## src/rtl/scan_decoder.sv

```systemverilog
// Registered one-hot decoder with a direct-select mode and a self-scanning mode
// that walks outputs 0..last, holding each index for dwell+1 cycles.
module scan_decoder #(
  parameter int SEL_W      = 3,
  parameter int DWELL_W    = 8,
  parameter bit ACTIVE_LOW = 1'b1
) (
  input  logic                    clk_i,
  input  logic                    rst_i,
  input  logic                    g_i,
  input  logic                    mode_i,
  input  logic [SEL_W-1:0]        sel_i,
  input  logic [SEL_W-1:0]        last_i,
  input  logic [DWELL_W-1:0]      dwell_i,
  output logic [(1<<SEL_W)-1:0]   y_o,
  output logic [SEL_W-1:0]        idx_o,
  output logic                    valid_o,
  output logic                    wrap_o
);

  localparam int OUT_N = 1 << SEL_W;
  localparam logic [OUT_N-1:0] Y_INACTIVE = {OUT_N{ACTIVE_LOW}};

  typedef enum logic [1:0] {
    IDLE   = 2'd0,
    DIRECT = 2'd1,
    SCAN   = 2'd2
  } state_t;

  state_t               state_q, state_d;
  logic [OUT_N-1:0]     y_q, y_d;
  logic [SEL_W-1:0]     idx_q, idx_d;
  logic [DWELL_W-1:0]   cnt_q, cnt_d;
  logic                 valid_q, valid_d;
  logic                 wrap_q, wrap_d;

  function automatic logic [OUT_N-1:0] decode(input logic [SEL_W-1:0] idx);
    logic [OUT_N-1:0] oh;
    oh      = '0;
    oh[idx] = 1'b1;
    return ACTIVE_LOW ? ~oh : oh;
  endfunction

  always_comb begin
    state_d = IDLE;
    idx_d   = '0;
    cnt_d   = '0;
    valid_d = 1'b0;
    wrap_d  = 1'b0;
    if (!g_i) begin
      valid_d = 1'b1;
      if (!mode_i) begin
        state_d = DIRECT;
        idx_d   = sel_i;
      end else begin
        state_d = SCAN;
        if (state_q != SCAN) begin
          // fresh entry always starts at index 0 with a freshly sampled dwell
          cnt_d = dwell_i;
        end else if (cnt_q != '0) begin
          idx_d = idx_q;
          cnt_d = cnt_q - DWELL_W'(1);
        end else begin
          cnt_d = dwell_i;
          if (idx_q >= last_i) begin
            wrap_d = 1'b1;
          end else begin
            idx_d = idx_q + SEL_W'(1);
          end
        end
      end
    end
    y_d = valid_d ? decode(idx_d) : Y_INACTIVE;
  end

  always_ff @(posedge clk_i) begin
    if (rst_i) begin
      state_q <= IDLE;
      y_q     <= Y_INACTIVE;
      idx_q   <= '0;
      cnt_q   <= '0;
      valid_q <= 1'b0;
      wrap_q  <= 1'b0;
    end else begin
      state_q <= state_d;
      y_q     <= y_d;
      idx_q   <= idx_d;
      cnt_q   <= cnt_d;
      valid_q <= valid_d;
      wrap_q  <= wrap_d;
    end
  end

  assign y_o     = y_q;
  assign idx_o   = idx_q;
  assign valid_o = valid_q;
  assign wrap_o  = wrap_q;

endmodule

```

## config.mk

```make
export PLATFORM = sky130hd
export DESIGN_NAME = scan_decoder
export DESIGN_NICKNAME = d
export VERILOG_FILES = /design/src/rtl/scan_decoder.sv
export SDC_FILE = /design/constraint.sdc
export NUM_CORES = 1
export LEC_CHECK = 0
export CAP_MARGIN = 15
export CELL_PAD_IN_SITES_DETAIL_PLACEMENT = 0
export CELL_PAD_IN_SITES_GLOBAL_PLACEMENT = 2
export CORE_ASPECT_RATIO = 0.5
export CORE_MARGIN = 5
export CORE_UTILIZATION = 25
export CTS_BUF_LIST = sky130_fd_sc_hd__clkbuf_4 sky130_fd_sc_hd__clkbuf_8 sky130_fd_sc_hd__clkbuf_16
export CTS_CLUSTER_DIAMETER = 100
export DETAILED_ROUTE_END_ITERATION = 6
export PLACE_DENSITY_LB_ADDON = 0.1
export SLEW_MARGIN = 5
export SYNTH_ARGS = -nofsm -noshare
export SYNTH_HDL_FRONTEND = slang
export SYNTH_SLANG_ARGS = --single-unit
```

## constraint.sdc

```tcl
create_clock -name clk_i -period 2 [get_ports clk_i]
set_input_delay 0.5 -clock clk_i [delete_from_list [all_inputs] [get_ports clk_i]]
set_output_delay 0.5 -clock clk_i [all_outputs]
set_load 0.02 [all_outputs]
```

After elaboration in Yosys (flattened, before gate mapping):

Cells that the tools add are included.

* eq/ne operators: 1
* shifts and indexed selects: 0
* add/subtract/negate cells: 2
* reduce and logical (&&, ||, !) cells: 5
* divide/modulo/power cells: 0
* muxes and demuxes: 12
* bitwise gates (word level): 2
* $lt $le $gt $ge: 3
* $mul: 0

Operators with widths (count)
* $mux 8: 2
* $mux 3: 5
* $not 8->8: 1
* $reduce_bool 8->1: 1
* $sub 8x1->8 const B: 1
* $reduce_or 5->1: 1
* $lt 3x4->1 const B: 1
* $add 3x1->3 const B: 1
* $demux 1 s3: 1
* $ge 3x1->1 const B: 1
* $ge 3x3->1: 1
* $mux 1: 3
* $reduce_or 3->1: 1
* $mux 2: 1
* $ne 2x2->1 const B: 1
* $reduce_or 2->1: 1
* $logic_and 1x1->1: 1
* $not 1->1: 1

* bits in registers: 23
* bits in latches: 0
* ROM bits: 0
* bits in writable memories: 0
* memories: 0
* input bits: 18

Logic depth before layout (Yosys ltp):

* word-level depth: 11
* gate-level depth with buffers: 7
* depth with buffers taken out: 7

Worst setup path after synthesis:

No wires, ideal clock.

* path type: reg2reg
* start: register idx_q[0], in the netlist idx_o[0]
* end: register y_q[2], in the netlist y_o[2]
* setup time: 139 ps
* buffers on the path: 0
* slack: 38 ps
* clock period less this slack: 1962 ps
* stages on the path, launching flop included: 8
* data arrival time: 1823 ps
* cells stage by stage: dfxtp_1 > inv_1 > ha_1 > nand2b_1 > a31o_2 > nor3_4 > a221o_2 > nand3_1

* word-level cells in the longest chain between the ends: 11

Ends and longest elaborated chain
* start, declared: line 32 `logic [SEL_W-1:0] idx_q, idx_d;`
* start signal, assigned: line 87 `idx_q <= idx_d;`
* $add 3x1->3 or $ge 3x3->1 (tied branches): line 68, 65
* $mux 3: line 65 `if (idx_q >= last_i) begin`
* $mux 3 (*): line 60 `end else if (cnt_q != '0) begin`
* $mux 3 (*): line 57 `if (state_q != SCAN) begin`
* $mux 3 (*): line 52 `if (!mode_i) begin`
* $mux 3 (*): line 50 `if (!g_i) begin`
* $lt 3x4->1 (implied by the code) or $ge 3x1->1 (tied branches): line 40 `oh[idx] = 1'b1;`
* $logic_and 1x1->1 (implied by the code): line 40
* $mux 1 (implied by the code): line 40
* $demux 1 s3 (*): line 40
* $not 8->8 (*): line 41 `return ACTIVE_LOW ? ~oh : oh;`
* end signal, assigned: line 86 `y_q <= y_d;`
* end, declared: line 31 `logic [OUT_N-1:0] y_q, y_d;`

Every way passes the cells marked *; elsewhere a longest branch is shown, timed or not.
A chain may end at the register's enable or synchronous reset.

Worst setup path in the final report:

* start: input mode_i
* end: register y_q[3], in the netlist y_o[3]

* word-level cells in the longest chain between the ends: 7

Ends and longest elaborated chain
* start, declared: line 11 `input logic mode_i,`
* $mux 3 (*): line 52
* $mux 3 (*): line 50
* $lt 3x4->1 (implied by the code) or $ge 3x1->1 (tied branches): line 40
* $logic_and 1x1->1 (implied by the code): line 40
* $mux 1 (implied by the code): line 40
* $demux 1 s3 (*): line 40
* $not 8->8 (*): line 41

Marks and branches as above.

==> results <==
-- flip-flops by register name (all words and copies together), names as in the netlist --
| name | flops |
|---|---|
| wrap_o | 1 |
| state_q | 2 |
| valid_o | 1 |
| y_o | 8 |
| idx_o | 3 |
| cnt_q | 8 |
-- power by group through the flow --
stage                     logic (mW)  clock network (mW)  registers (mW)
after floorplan               0.0886                   0           0.496
after global placement         0.178                   0           0.489
after detailed placement       0.177                   0           0.489
after CTS                      0.185               0.319           0.479
after global routing           0.200               0.340           0.480
final                          0.182               0.304           0.478
-- synth_stat cells (2+ instances only) --
cell type	count	share of area [%]
a211oi_1	5	3.5
a21o_1	2	1.4
a21oi_1	2	0.93
a221o_2	2	2.1
a221oi_2	2	2.8
dfxtp_1	23	43
ha_1	6	7.0
inv_1	8	2.8
mux2i_1	2	1.9
nand2_1	5	1.7
nand2b_1	2	1.2
nand3_1	8	3.7
nor2_1	14	4.9
nor2_2	2	1.2
nor2b_1	2	1.2
or2_2	2	1.2
xnor2_1	2	1.6
xor2_1	4	3.2
-- layout make-up --
| class | instances | area (sq um) |
|---|---|---|
| fillers | 427 | 2415 |
| multi-input cells | 77 | 619.3 |
| flip-flops and latches | 23 | 460.4 |
| repair buffers | 41 | 379.1 |
| well taps | 54 | 67.56 |
| clock buffers | 4 | 48.80 |
| inverters | 9 | 33.78 |
-- metrics by stage --
stage | utilization, % | hold WS, ns | setup TNS, ns | worst slack [ns]
after global placement | 37.75 | 0.5363 | -4.888 | -0.4669
after floorplan | - | 0.4962 | 0 | 0.03798
after CTS | 39.99 | 0.5484 | 0 | 0.09039
after detailed placement | 37.75 | 0.5363 | -5.096 | -0.4948
after global routing | 39.99 | 0.5887 | 0 | 0.04018
final | 39.99 | 0.5376 | 0 | 0.1100
-- cell families after synthesis --
| group | synth area share (%) |
|---|---|
| adder cells (fa/ha/maj) | 6.952 |
| buffers and inverters | 4.171 |
| AO/OA/AOI/OAI | 16.22 |
| flip-flops | 42.64 |
| AND/OR/NAND/NOR | 23.29 |
| XOR/XNOR | 4.867 |
| multiplexers | 1.854 |
-- layer usage --
metal  share of wire (%)  vias up  track usage, %  wire [um]
met3                 7.3        4           3.956        176
met1                  46      418           10.75       1111
met5                   0        -               0          0
met2                  45       20           14.77       1089
li1                    -      479               -          -
met4                0.88        0           2.214         21
-- repair_timing --
| item | in CTS | in global routing |
|---|---|---|
| hold buffers | 0 | 0 |
| gates resized for setup | 11 | 0 |
| endpoints found under the setup margin | 11 | 0 |
-- critical path, delay by kind of cell --
family          cells  cell delay, ns
compound gates      1            0.28
buf+inv             2            0.53
simple gates        3            0.71
-- final timing paths --
check | slack, ns | depth (start not counted) | end
hold reg to reg | 0.54 | 2 | wrap_o
setup reg to reg | 0.25 | 7 | y_o[3]
setup / recovery | 0.11 | 6 | y_o[3]
hold / removal | 0.54 | 2 | wrap_o
==> qor.yml <==
layout_worst_path_cycle_share_pct: 94.50
synthDistinctLibCells: 36
period_minus_slack_ns: 1.890
powerDensity_mw_per_mm2: 599.2
layout_common_cells: "27 x clkdlybuf4s50_1, 23 x dfxtp_1, 14 x nor2_1"
io_buffer_count: 30
switching_share_pct: 25.00
rsz_0062_raised_after_global_routing: "false"
placeableCoreArea_sq_mm: 0.004024
drt_iter0_markers: 20
timing.max_slew.rel_slack_pct: 69.61
insertedDiodeCount: 0
share_clk_of_total_power_pct: 31.5
first_global_vias: 948
power_report.internal_total_mw: 0.7231
final-max-slew-violation-count: 0
pin_count_of_the_biggest_net_entering_global_routing: 13
routed_wire_length_per_instance_um: 11.53
drc: 0
clock_buffers_created_by_tritoncts: 3
routed_wl_mm: 2.399
grt.overflow.total: 0
gr-usage-all-layers_pct: 8.998
fin_nets: 179
critical_path.reg2reg.startpoint: "idx_o[0]"
synth-seq-area-share_pct: 42.64
power_frac_seq_pct: 49.6
irDropWorstVdd_mv: 0.2334
hp-class: "reg2reg"
crit_path_max_fanout: 5
path_class: "in2reg"
critical_path.max_stage_delay_ns: 0.49
insertion_delay_ns: 0.27
fp-row-count: 16
setup_viol: 0
firstDrtPassIters: 4
synth_enable_flop_cells: 0
placement.cell_area_sq_mm: 0.001519
outcome: "finished, final reports clean"
placed_cells_incl_taps: 204
switching_power_total_mw: 0.2410
ctsHtreeMaxLevel: 1
worst_path_arrival_time_ns: 2.03
flow.area_growth_from_synthesis_pct: 49.01
dieWidth_um: 102.9
drive_above_1_share_pct: 24.68
via_count: 921
worst_pin_slew_ns: 0.4558
global_route_wire_length_before_repair_mm: 4.091
floorplan.io_pins: 31
post-route-cell-area_sq_mm: 0.001609
routed_via_density: 4.428
mostFrequentLayoutCell: "clkdlybuf4s50_1"
die_ar_sq_mm: 0.005813
yosysWarningCount: 0
clock_tree_from_tritoncts: "yes"
detailed_place_hpwl_mm: 1.951
final_cells: 208
report.power.total_mw: 0.9642
synth-async-reset-ratio_pct: 0
synth.avg_cell_area_sq_um: 9.728
finClkSkew_ns: 0.004331
cts.root.buffer_cell: "clkbuf_8"
crit_slowest_cell: "clkdlybuf4s50_1"
initial_core_util_pct: 26.83
max_cap_viol_count: 0
detail-route-antenna-nets: 0
gpl.final_weighted_congestion: 0.7232
static-leakage-power_nw: 0.6703
path_clk_slew_ns: 0.08
synthFlopType: "dfxtp_1"
antenna_violations_before_repair: 0
max_freq_ghz: 0.5291
chipHeight_um: 56.47
mappedNetlistArea_sq_mm: 0.001080
syn_inst: 111
cp-startpoint: "mode_i"
hold_viol: 0
cp_data_required_time_ns: 2.14
clock_sink_count: 23
cp-end-kind: "flop"
clock_tree.buffer_depth: 2
min-delay-start: "state_q[1]"
post_cts.repair.setup_buffers: 0
start_kind: "primary input"
synth.ff_latch_count: 23
power.share.combinational_pct: 18.9
critical_path.cell_chain: "clkdlybuf4s50_1 -> inv_2 -> or2_2 -> nor3_4 -> a221o_2 -> nand3_2"
total_nets_after_synthesis: 135
(Power assumes the default switching activity.)
==> edit 1: new RTL, config.mk and constraints unchanged <==
Change the parameter `DWELL_W` from 8 to 6.
--- a/src/rtl/scan_decoder.sv
+++ b/src/rtl/scan_decoder.sv
@@ -3,5 +3,5 @@
 module scan_decoder #(
   parameter int SEL_W      = 3,
-  parameter int DWELL_W    = 8,
+  parameter int DWELL_W    = 6,
   parameter bit ACTIVE_LOW = 1'b1
 ) (
Interface: changed (resized dwell_i); port bits go from 31 to 29. The function was not compared with the original's and may differ.
==> edit 1 against the unedited design <==
  * Hold slack better by 0.021 ns
  * Cell area down 8.2%
  * Maximum frequency down 1.9%
  * Critical path type is now flop to output port
  * Area after synthesis down 8.2%
  * Sequential cell count down 2
  * Cell count down 6.7%
  * Critical path depth down 5
  * Total power down 7.2%
  * Sequential power down 8.6%
  * Largest power group unchanged
  * Wire length down 7.1%
  * Largest cell class unchanged
  * Worst setup slack worse by 0.036 ns
  * Die area down 7.1%
  * Clock power down 8.2%
==> edit 1: results (changes against the unedited design) <==
[global_route]
grt_pass1_wl_mm=3.76  ; -8.1%
grt_pass1_vias=767  ; -19%
track_usage=0.0909  ; +0.000932

[detailed_routing]
wirelength_mm=2.23  ; -7.1%
viasPerCell=4.30  ; -2.8%
drt_iter0_drc=45  ; +130%

[pwr]
ir_worst_vdd_mv=0.238  ; +2.1%

[synthesis]
synthMuxAreaShare=0.0202  ; +0.00166
yosys-top-cells-count=dfxtp_1, nand3_1, nor2_1
synth.avg_cell_area_sq_um=9.53  ; -2.1%
synth_fa_ha_area_frac=0.0758  ; +0.00623
synth-compound-area-share=0.140  ; -0.0221
synth_nets=126  ; -6.7%
synthTopCellsByArea=dfxtp_1, ha_1, nand3_1
ys_seq_area_frac=0.424  ; -0.00218
synth-xor-area-share=0.0354  ; -0.0133

[setup_path]
critical_path.startpoint=idx_o[2]$_SDFF_PP0_
crit_family=buffers and inverters
max_stage_delay_ns=0.67  ; +0.18 ns
reg2reg_to=y_o[1]$_SDFF_PP1_
crit_end=idx_o[2]
reg2reg_depth=6  ; -1
r2r-start=cnt_q[0]$_SDFF_PP0_

[place]
finalWeightedCongestion=0.753  ; +4.1%
dp_hpwl_mm=1.81  ; -7.4%
port_buffers=28  ; -6.7%

[layout]
nets=163  ; -8.9%
drive_gt1_frac=0.221  ; -0.0253
fin_cells=194  ; -6.7%

[outcome]
status=finished, final reports clean

[sta]
max_slew_margin=0.749  ; +0.0533
clock_skew_ns=0.00424  ; -0.0000959 ns

[edit 1: cell type report]
type / count / share of cell area
multi-input combinational: 72 / 0.395
sequential: 21 / 0.285
timing repair buffer: 34 / 0.221
tap: 54 / 0.0457
clock buffer: 3 / 0.0279
inverter: 9 / 0.0229
clock inverter: 1 / 0.00339
[edit 1: per-layer routing]
layer	global-route usage	wire length, um	vias up
li1	-	-	434
met1	0.114	1070	379
met2	0.148	999	20
met3	0.0382	149	2
met4	0.0204	11	0
met5	0	0	-
[edit 1: worst min path at each step]
| stage | end | slack [ns] |
|---|---|---|
| final | wrap_o$_SDFF_PP0_ | 0.56 |
| after global routing | wrap_o$_SDFF_PP0_ | 0.61 |
| after detailed placement | wrap_o$_SDFF_PP0_ | 0.56 |
| after floorplan | wrap_o$_SDFF_PP0_ | 0.52 |
| after global placement | wrap_o$_SDFF_PP0_ | 0.58 |
| after CTS | wrap_o$_SDFF_PP0_ | 0.57 |
[edit 1: per-stage QoR]
step | hold WS (ns) | total power [mW] | area [sq um] | setup slack [ns]
floorplan | 0.519 | 0.540 | 991 | 0.208
global placement | 0.578 | 0.609 | 1360 | -0.325
global route | 0.607 | 0.946 | 1480 | -0.00139
detailed placement | 0.559 | 0.608 | 1360 | -0.391
finish | 0.558 | 0.895 | 1480 | 0.0738
CTS | 0.572 | 0.897 | 1440 | 0.00890
[edit 1: what timing repair did]
action / 4_1_cts / 5_1_grt
setup buffers: 1 / 0
resized for setup: 6 / 7
endpoints found under the setup margin: 9 / 6
endpoints found under the hold margin: 0 / 0
pin swaps: 4 / 7
[edit 1: power breakdown]
part / total, mW / internal [mW] / switching, mW
Combinational: 0.178 / 0.0898 / 0.0884
Clock: 0.279 / 0.139 / 0.140
Sequential: 0.437 / 0.430 / 0.00708
==> edit 2: new RTL, same settings <==
Without the edit above. Reset style: asynchronous (`rst_i`), changed in one clocked block.
--- a/src/rtl/scan_decoder.sv
+++ b/src/rtl/scan_decoder.sv
@@ -74,5 +74,5 @@
   end
 
-  always_ff @(posedge clk_i) begin
+  always_ff @(posedge clk_i or posedge rst_i) begin
     if (rst_i) begin
       state_q <= IDLE;
Formal check against the unedited RTL: differs if rst_i is asserted again (counterexample within 4 cycles, from zero or initial values and one cycle with rst_i high); with rst_i held inactive, the same outputs for 10 cycles.
==> edit 2 against the unedited design <==
  * Area after synthesis grew 2.4%
  * Cell area grew 19%
  * Clock power shrank 3%
  * Hold slack gained 0.031 ns
  * Non-clock buffer count grew 26
  * First-iteration DRC count shrank 55%
  * Highest routed layer unchanged
  * Critical path type is now flop to flop
  * Total power grew 12%
  * Cell count grew 9.6%
  * Worst setup slack lost 0.47 ns
  * Wire length grew 25%
  * The flow now finishes with violations (negative setup slack)
  * Clock skew shrank 0.0027 ns
  * Sequential cell count is the same
  * Sequential power grew 4%
==> edit 2: results (changes against the unedited design) <==
[detailed_routing]
wirelength_mm=3.00  ; +25%
viasPerCell=4.45  ; +0.44%
drt_iter0_drc=9  ; -55%
dr.pass1.iters=4  ; unchanged

[sta]
clock_skew_ns=0.00168  ; -0.00265 ns
final-setup-viol-count=11  ; +11
fin_ws_ns=-0.360  ; -0.470 ns
worst_pin_slew_ns=0.567  ; +0.111 ns

[place]
place_inst=218  ; +6.9%
finalWeightedCongestion=0.746  ; +3.1%
dp_hpwl_mm=2.14  ; +9.7%
port_buffers=30  ; unchanged
placed_area_sq_um=1710  ; +13%

[synthesis]
ys_async_sr_fraction=1.00  ; +1.00
synth_nets=124  ; -8.1%
yosysWarnings=0  ; unchanged
synth_cell_types=35  ; -2.8%
synthTopCellsByArea=dfrtp_1, dfstp_2, ha_1
yosys-top-cells-count=dfrtp_1, nor2_1, dfstp_2, inv_1
synthCells=101  ; -9.0%
ys_seq_area_frac=0.529  ; +0.103
synth_flop_cell=dfrtp_1

[layout]
antennaDiodeCount=0  ; unchanged
drive_gt1_frac=0.421  ; +0.174
fin_cells=228  ; +9.6%
nets=195  ; +8.9%

[global_route]
grt_pass1_vias=1073  ; +13%
grt_start_max_net_pins=24  ; +11
antenna_found_initial=0  ; unchanged
track_usage=0.104  ; +0.0145
grt_pass1_wl_mm=5.00  ; +22%

[setup_path]
path_max_fanout=4  ; -1
crit_end=y_o[0]$_DFF_PP1_
reg2reg_depth=6  ; -1
max_stage_delay_ns=0.54  ; +0.05 ns
critical_path.startpoint=cnt_q[6]$_DFF_PP0_
slowest_stage=or4_4
cp.arrival_ns=2.55  ; +0.52 ns
crit_family=simple AND/OR/NAND/NOR gates

[clock_network]
htreeDepth=1  ; unchanged
clk_latency_ns=0.27  ; about the same
clockBufferDepth=2  ; unchanged
numCtsBuffers=3  ; unchanged
clk_pin_slew_ns=0.08  ; about the same
cts-root-buf=clkbuf_8

[pwr]
ir_worst_vdd_mv=0.195  ; -16%
p_leak_nw=0.862  ; +29%

[outcome]
status=finished with violations
violations=negative setup slack

[min_path]
min_path_type=input pin to async pin

-- edit 2: cell count changes after synthesis, moves of 4 or more --
cell / delta
dfxtp_1: -23
dfrtp_1: +15
dfstp_2: +8
nand3_1: -6
nand4_1: +4
-- edit 2: kinds of logic (layout without fill, tap and decap cells) --
logic type	after synthesis	after routing	share of synthesized area
muxes	1	1	0.00905
DFF	23	23	0.529
adders and majority gates	5	5	0.0566
xor gates and xnor gates	4	4	0.0317
AOI/OAI and AO/OA	17	17	0.127
and+or+nand+nor	41	41	0.213
buffers and inverters	10	80	0.0339
-- edit 2: worst min-delay path by stage --
stage,startpoint,end,slack [ns],depth (start not counted)
after global routing,rst_i,valid_o$_DFF_PP0_,0.61,3
after floorplan,cnt_q[6]$_DFF_PP0_,cnt_q[6]$_DFF_PP0_,0.46,1
after detailed placement,cnt_q[6]$_DFF_PP0_,cnt_q[6]$_DFF_PP0_,0.58,2
after global placement,cnt_q[6]$_DFF_PP0_,cnt_q[6]$_DFF_PP0_,0.56,2
final,rst_i,cnt_q[0]$_DFF_PP0_,0.57,3
after CTS,rst_i,cnt_q[2]$_DFF_PP0_,0.58,3
-- edit 2: layout make-up --
cell class              count  area [sq um]
flip-flops and latches     23           586
inverters                   9          33.8
clock inverters             1          5.00
well taps                  57          71.3
fillers                   455          2430
repair buffers             67           589
multi-input cells          68           581
clock buffers               3          41.3
-- edit 2: stage by stage --
step	setup slack [ns]	TNS, ns	total power, mW	util	hold WS, ns
after floorplan	-0.296	-0.535	0.626	-	0.458
after global placement	-0.559	-4.12	0.758	0.394	0.565
after detailed placement	-0.609	-4.36	0.759	0.394	0.582
after CTS	-0.366	-2.08	1.07	0.413	0.578
after global routing	-0.404	-2.83	1.15	0.439	0.607
final	-0.360	-2.25	1.08	0.439	0.568
-- edit 2: what timing repair did --
| action | in CTS | in global routing |
|---|---|---|
| pin swaps | 4 | 5 |
| endpoints found under the hold margin | 0 | 0 |
| gates resized for setup | 6 | 16 |
| gates cloned | 0 | 0 |
| endpoints found under the setup margin | 10 | 16 |
| setup buffers | 1 | 7 |
-- edit 2: worst min-delay path, cell delays in order --
cell,delay (ns)
clkdlybuf4s50_1,0.39
inv_1,0.05
buf_4,0.29
-- edit 2: where the power goes --
part	switching, mW	internal, mW	total (mW)
clock network	0.155	0.139	0.294
logic	0.131	0.162	0.293
registers	0.00967	0.488	0.497
total	0.295	0.789	1.08
-- edit 2: layer usage --
metal  vias up  routed length (um)  track usage
met5         -                   0            0
met4         0                  65       0.0369
met3         6                 169       0.0407
met2        25                1390        0.169
met1       477                1370        0.128
li1        506                   -            -
